===== src/rtl/reg_file_sb.sv =====
// ID-stage register file (32 x 32, 2R/1W) with an integrated load scoreboard
// that stalls ID while a source register still waits on an in-flight load.
module reg_file_sb #(
   parameter int unsigned DATA_WIDTH = 32,
   parameter int unsigned ADDR_WIDTH = 5,
   parameter int unsigned CNT_WIDTH  = 2
) (
   input  logic                  clk,
   input  logic                  rst,
   input  logic                  read_en_1,
   input  logic [ADDR_WIDTH-1:0] read_addr_1,
   input  logic                  read_en_2,
   input  logic [ADDR_WIDTH-1:0] read_addr_2,
   output logic [DATA_WIDTH-1:0] read_data_1,
   output logic [DATA_WIDTH-1:0] read_data_2,
   input  logic                  id_issue,
   input  logic                  id_write_en,
   input  logic [ADDR_WIDTH-1:0] id_write_addr,
   input  logic                  id_is_load,
   input  logic                  wb_write_en,
   input  logic [ADDR_WIDTH-1:0] wb_write_addr,
   input  logic [DATA_WIDTH-1:0] wb_write_data,
   input  logic                  wb_is_load,
   output logic                  load_stall,
   output logic                  sb_error
);

   localparam int unsigned NUM_REGS = 2 ** ADDR_WIDTH;
   localparam logic [CNT_WIDTH-1:0] CNT_MAX = '1;
   localparam logic [CNT_WIDTH-1:0] CNT_ONE = CNT_WIDTH'(1);

   logic [DATA_WIDTH-1:0] regs [NUM_REGS];
   logic [CNT_WIDTH-1:0]  pend [NUM_REGS];

   logic                  stall_1;
   logic                  stall_2;
   logic                  issue_ok;
   logic                  inc;
   logic                  dec;
   logic [NUM_REGS-1:0]   inc_vec;
   logic [NUM_REGS-1:0]   dec_vec;
   logic [NUM_REGS-1:0]   full_vec;
   logic [NUM_REGS-1:0]   empty_vec;
   logic                  err_set;

   // Register array: r0 is never written so it reads back as zero.
   always_ff @(posedge clk) begin
      if (rst) begin
         for (int unsigned i = 0; i < NUM_REGS; i++) begin
            regs[i] <= '0;
         end
      end else if (wb_write_en && (wb_write_addr != '0)) begin
         regs[wb_write_addr] <= wb_write_data;
      end
   end

   // Read port 1: enable gate, r0 forced zero, write-first bypass from WB.
   always_comb begin
      read_data_1 = '0;
      if (rst || !read_en_1 || (read_addr_1 == '0)) begin
         read_data_1 = '0;
      end else if (wb_write_en && (wb_write_addr == read_addr_1)) begin
         read_data_1 = wb_write_data;
      end else begin
         read_data_1 = regs[read_addr_1];
      end
   end

   // Read port 2: same rules as port 1.
   always_comb begin
      read_data_2 = '0;
      if (rst || !read_en_2 || (read_addr_2 == '0)) begin
         read_data_2 = '0;
      end else if (wb_write_en && (wb_write_addr == read_addr_2)) begin
         read_data_2 = wb_write_data;
      end else begin
         read_data_2 = regs[read_addr_2];
      end
   end

   // Scoreboard decrement: a load retiring to a real register.
   always_comb begin
      dec = wb_write_en && wb_is_load && (wb_write_addr != '0);
   end

   // Per-port stall; the last pending load writing back this cycle is bypassed instead.
   always_comb begin
      stall_1 = read_en_1 && (read_addr_1 != '0) && (pend[read_addr_1] != '0) &&
                !(dec && (wb_write_addr == read_addr_1) && (pend[read_addr_1] == CNT_ONE));
      stall_2 = read_en_2 && (read_addr_2 != '0) && (pend[read_addr_2] != '0) &&
                !(dec && (wb_write_addr == read_addr_2) && (pend[read_addr_2] == CNT_ONE));
      load_stall = !rst && (stall_1 || stall_2);
   end

   // Scoreboard increment: only a load that actually leaves ID counts.
   always_comb begin
      issue_ok = id_issue && !load_stall;
      inc      = issue_ok && id_write_en && id_is_load && (id_write_addr != '0);
   end

   // One-hot update masks and counter saturation flags per register.
   always_comb begin
      inc_vec   = '0;
      dec_vec   = '0;
      full_vec  = '0;
      empty_vec = '0;
      for (int unsigned i = 0; i < NUM_REGS; i++) begin
         inc_vec[i]   = inc && (id_write_addr == ADDR_WIDTH'(i));
         dec_vec[i]   = dec && (wb_write_addr == ADDR_WIDTH'(i));
         full_vec[i]  = (pend[i] == CNT_MAX);
         empty_vec[i] = (pend[i] == '0);
      end
      err_set = (|(inc_vec & ~dec_vec & full_vec)) || (|(dec_vec & ~inc_vec & empty_vec));
   end

   // Pending-load counters; overflow/underflow hold the counter and flag an error.
   always_ff @(posedge clk) begin
      if (rst) begin
         for (int unsigned i = 0; i < NUM_REGS; i++) begin
            pend[i] <= '0;
         end
      end else begin
         for (int unsigned i = 1; i < NUM_REGS; i++) begin
            if (inc_vec[i] && !dec_vec[i] && !full_vec[i]) begin
               pend[i] <= pend[i] + CNT_ONE;
            end else if (dec_vec[i] && !inc_vec[i] && !empty_vec[i]) begin
               pend[i] <= pend[i] - CNT_ONE;
            end
         end
      end
   end

   // Sticky protocol-violation flag, cleared only by reset.
   always_ff @(posedge clk) begin
      if (rst) begin
         sb_error <= 1'b0;
      end else if (err_set) begin
         sb_error <= 1'b1;
      end
   end

endmodule


===== config.mk =====
export PLATFORM = sky130hd
export DESIGN_NAME = reg_file_sb
export DESIGN_NICKNAME = d
export VERILOG_FILES = /design/src/rtl/reg_file_sb.sv
export SDC_FILE = /design/constraint.sdc
export NUM_CORES = 2
export LEC_CHECK = 0
export CAP_MARGIN = 10
export CORE_ASPECT_RATIO = 1.75
export CORE_MARGIN = 4
export CORE_UTILIZATION = 50
export DETAILED_ROUTE_END_ITERATION = 6
export PLACE_DENSITY = 0.66
export SLEW_MARGIN = 20
export SYNTH_ARGS = -nofsm -noshare
export SYNTH_HDL_FRONTEND = slang
export SYNTH_SLANG_ARGS = --single-unit

===== constraint.sdc =====
create_clock -name clk -period 11.3 [get_ports clk]
set_clock_uncertainty 0.1 [all_clocks]
set_input_delay 1.695 -clock clk [delete_from_list [all_inputs] [get_ports clk]]
set_output_delay 1.695 -clock clk [all_outputs]
set_load 0.02 [all_outputs]

======== Word-level counts from Yosys, hierarchy flattened ========
Memories as Yosys holds them, arrays and structs flattened.
Index checks and enable logic that the tools add are counted.
Widths: inputs -> output; s select.
storage, ports and cells
  flip-flop bits (word level) ............. 1
  memory bits (writable) .................. 1,088
  input port bits ......................... 61
  output and inout port bits .............. 66
  word-level logic and storage cells ...... 911
  memories kept ........................... 2
memories
  name  words  width  rd ports  clocked after memory_dff  wr ports  line  text
  regs  32     32     2         0                         32        32    logic [DATA_WIDTH-1:0] regs [NUM_REGS];
  pend  32     2      34        0                         32        33    logic [CNT_WIDTH-1:0] pend [NUM_REGS];
operators by class
  add/sub/neg operators ................... 62
  eq/ne operators ......................... 98
  multiplexer cells ....................... 291
  bitwise operators ....................... 68
  reduce and logical (&&, ||, !) cells .... 389
operators by type and width
  kind                 count
  $mux 1               223
  $logic_and 1x1->1    208
  $eq 5x5->1 const B   32
  $mux 32              5
  $logic_not 1->1      130
  $and 32x32->32       4
  $mux 2               62
  $reduce_or 32->1     3
  $eq 5x4->1 const B   16
  $eq 2x2->1 const B   32
  $logic_not 2->1      32
  $not 32->32          2
  $add 2x1->2 const B  31
  $or 1x1->1           62
  $sub 2x1->2 const B  31
  $eq 5x3->1 const B   8
  $eq 5x2->1 const B   4
  $logic_not 5->1      4
  $reduce_bool 5->1    4
  $eq 5x1->1 const B   2
  $eq 5x5->1           2
  $logic_or 1x1->1     6
  $mux 5               1
  $eq 2x1->1 const B   2
  $reduce_bool 2->1    2

======== Logic depth before layout (Yosys ltp) ========
  depth after elaboration ................. 22
  mapped depth ............................ 14
  gate-level depth less buffers ........... 11

======== Worst setup path before layout ========
No wires, ideal clock.
  path kind ............................... in2out
  from .................................... input port read_addr_2[0]
  to ...................................... output port read_data_2[10]
  data arrival time ....................... 4.228 ns
  data required time ...................... 9.505 ns
  path slack .............................. 5.277 ns
  stages on the path ...................... 8
  path buffers ............................ 4
  path through ............................ buf_4 buf_2 buf_2 buf_1 mux4_2 mux4_2 mux2i_1 a211oi_1
on the way
  cells in the longest elaborated chain, start to end .. 4
  elaborated cells between the ends (all ways) .. 7
  those cells by class .................... eq/ne (1); mux (2); reduce/logical (3); memory (1)
ends and longest elaborated chain
  element                                                line  text
  start, declared                                        13    input logic [ADDR_WIDTH-1:0] read_addr_2,
  branches (longest 3 deep; another with $mem_v2 32x32)  n/a
  $mux 32 (*)                                            72    if (rst || !read_en_2 || (read_addr_2 == '0)) begin
  end, declared                                          15    output logic [DATA_WIDTH-1:0] read_data_2,
Every way passes the cells marked *.

======== Worst setup path in the final report ========
  from .................................... input port read_addr_2[0]
  to ...................................... output port read_data_2[11]
The elaborated chain is that of the path after synthesis.

==> out/metrics.csv <==
metric,value,unit
status,completed,
Die Y,472.1,um
PortBufs,126,
Tmin final,7.963,ns
period utilization,0.7047,
CP arrival,6.17,ns
Synth Area in Compound Gates,0.03372,
clock slew at reported path FFs,0.06,ns
Clock Sinks,1087,
pin count of the biggest net entering global routing,103,
startpoint types,input pin,
Hold Crit Depth,1,
Syn Area/Cell,14.79,um^2
PwrDens,140.8,mW/mm^2
setup tns final,0,ns
xor and xnor area share after synthesis,0.003273,
Horiz. Die Dim,273.2,um
GRT Resource Usage Total,0.3335,
Placement Rows,170,
most frequent cells in the layout,"1086 x edfxtp_1, 999 x and2_1, 653 x mux4_2, 196 x nor2_1, 129 x buf_4",
Syn Inst Count,4163,
"FFs w/ async S/R, synth",0,
# nets final,4185,
flop and latch count out of synthesis,1087,
final WL,215.0,mm
Fmax,125.6,MHz
total vias in the final route,40040,
slowest library cell on the worst path,buf_4,
RSZ-0062 raised after global routing,no,
register area share after synthesis,0.5301,
layout cells sized above 1,0.2523,
GR Overflow Total,0,
HP Class,reg -> reg,
DP Cell Count,5650,
critical-path cell list,"buf_8, buf_4, buf_4, mux4_2, mux4_2, mux2i_1, a211oi_1, clkdlybuf4s50_1",
Initial Util,0.5024,
maxcap violations,0,
synth warn,0,
H-tree depth,3,
number of flops mapped to enable cells by yosys,1086,
Fin. Hold Viols,0,
R2R setup slack,6.70,ns
post-synthesis simple-gate area fraction,0.1474,
DR pass1 iterations,5,
vias in the first global route,40810,
# DRC,0,
number of setup buffers added after CTS,0,
synth-to-layout area growth,10.33,%
Finished Layout Cells,5857,
largest family of logic cells by synthesized area,multiplexers,
critical path's largest stage delay,0.81,ns
worst r2r src,pend[20][1]$_SDFFCE_PP0P_,
clk buf depth,3,
Core Area,0.1225,mm^2
worst-skew pair later-pin latency,0.74,ns
root buffer cell,clkbuf_16,
Hold Path Sink,pend[26][0]$_SDFFCE_PP0P_,
mapped cell area,0.06155,mm^2
post-route ant nets,0,
gpl congestion,0.9453,
CTS tree,done,
Final setup viols,0,
fin. max-slew vios,0,
FF-to-FF path depth,9,
Max VDD drop,0.1284,mV
Lkg Pwr,22.71,nW
post-synthesis cell type count,85,
1st-iter DRT viols,4887,
WS Path Type,in -> out,
Most used DFF post-synth,edfxtp_1,
Final Util,0.5543,
initial antenna violation count,16,
Worst EP required,9.51,ns
RR Endpoint,sb_error$_SDFFE_PP0P_,
TritonCTS Buffers,103,
Synth Area in Adders,0.0004066,
CP Capture Type,primary output,
Die ar.,0.1290,mm^2
first-pass GRT wire length,301.3,mm
multiplexer area fraction after synthesis,0.2567,
hold-fix buffer count after cts,0,
Via density,6.836,
Total Power,0.009563,W
Rel. slew slack,0.2355,
Hold Path Origin,pend[26][0]$_SDFFCE_PP0P_,
number of top-level pins,127,
"most common cell after layout, fill and taps aside",edfxtp_1,
Resize count post-CTS,0,
Tightest Pin Transition,1.143,ns
Post-DP HPWL,125.2,mm
CP max FO,61,
DR WL/cell,36.71,um
Yosys cell counts (7+ instances only):
cell	count	area (um^2)
nor3_1	43	215.2
clkbuf_1	352	1321
inv_1	7	26.28
nand3b_1	13	97.59
nor3b_1	11	82.58
a211oi_1	83	623.1
nor2_1	227	852.1
nand3_1	35	175.2
xnor2_1	10	87.58
mux4_2	653	14710
or3_1	13	81.33
a21oi_1	60	300.3
nand2_1	72	270.3
and3_1	21	131.4
nand2b_1	11	68.82
mux2i_1	94	940.9
o21ai_0	27	135.1
nand4b_1	8	70.07
o21a_1	7	52.55
a211o_1	10	87.58
mux2_2	11	123.9
edfxtp_1	1086	32610
xor2_1	13	113.9
o211ai_1	7	52.55
buf_1	53	198.9
o22ai_1	9	56.30
nor4_1	11	68.82
or2_2	41	256.5
nor2b_1	11	68.82
and2_1	999	6250
buf_2	20	100.1
a311o_1	17	170.2
nand4_1	18	112.6
a31oi_1	8	50.05
worst max path at each step:
stage | start | end | cells past startpoint
after floorplan | read_addr_2[0] | read_data_2[10] | 8
after global placement | read_addr_2[0] | read_data_2[11] | 8
after detailed placement | read_addr_2[0] | read_data_2[11] | 8
after CTS | read_addr_2[0] | read_data_2[11] | 8
after global routing | read_addr_2[0] | read_data_2[11] | 8
final | read_addr_2[0] | read_data_2[11] | 8
report_power, final:
| group | total [W] | switching [W] | internal [W] | leakage [nW] |
|---|---|---|---|---|
| combinational | 0.00127 | 0.000706 | 0.000567 | 10.7 |
| clock | 0.00350 | 0.00160 | 0.00190 | 1.62 |
| sequential | 0.00479 | 0.000131 | 0.00466 | 10.4 |
| total | 0.00956 | 0.00244 | 0.00712 | 22.7 |
through the flow:
| step | instance area, um^2 | setup WS (ns) | hold WS (ns) |
|---|---|---|---|
| global route | 67880 | 3.022 | 0.6368 |
| finish | 67910 | 3.337 | 0.5985 |
| CTS | 67860 | 3.245 | 0.5866 |
| floorplan | 61670 | 5.277 | 0.5108 |
| detailed placement | 64550 | 3.250 | 0.5778 |
| global placement | 64550 | 3.229 | 0.5662 |
state kept, by name (all words and copies together) (netlist names):
signal,count
regs,1024
pend,62
sb_error,1
logic make-up (layout without fill, tap and decap cells):
group,Yosys count,in the layout
and+or+nand+nor,1564,1564
DFF,1087,1087
muxes,759,759
buffers and inverters,444,459
AOI/OAI and AO/OA,283,283
xor gates and xnor gates,23,23
adders and majority gates,2,2
other,1,46
critical path: cells and delay by family:
kind	cells	cell delay, ns
buffers and inverters	4	2.53
muxes	3	1.46
AOI/OAI and AO/OA	1	0.14
final cells by class:
class | count | area (um^2)
fill | 9765 | 54610
sequential | 1087 | 32630
multi-input combinational | 2663 | 27560
clock buffer | 118 | 2655
timing repair buffer | 257 | 2292
tap | 1634 | 2044
clock inverter | 74 | 653.1
inverter | 10 | 38.79
antenna | 14 | 35.03
routing by layer:
metal | GRT usage | routed length [um]
met4 | 0.2023 | 15490
met2 | 0.5706 | 109700
met5 | 0 | 26
met3 | 0.06642 | 19890
met1 | 0.3875 | 69950
Note: power is estimated with default switching activity, not from simulation.
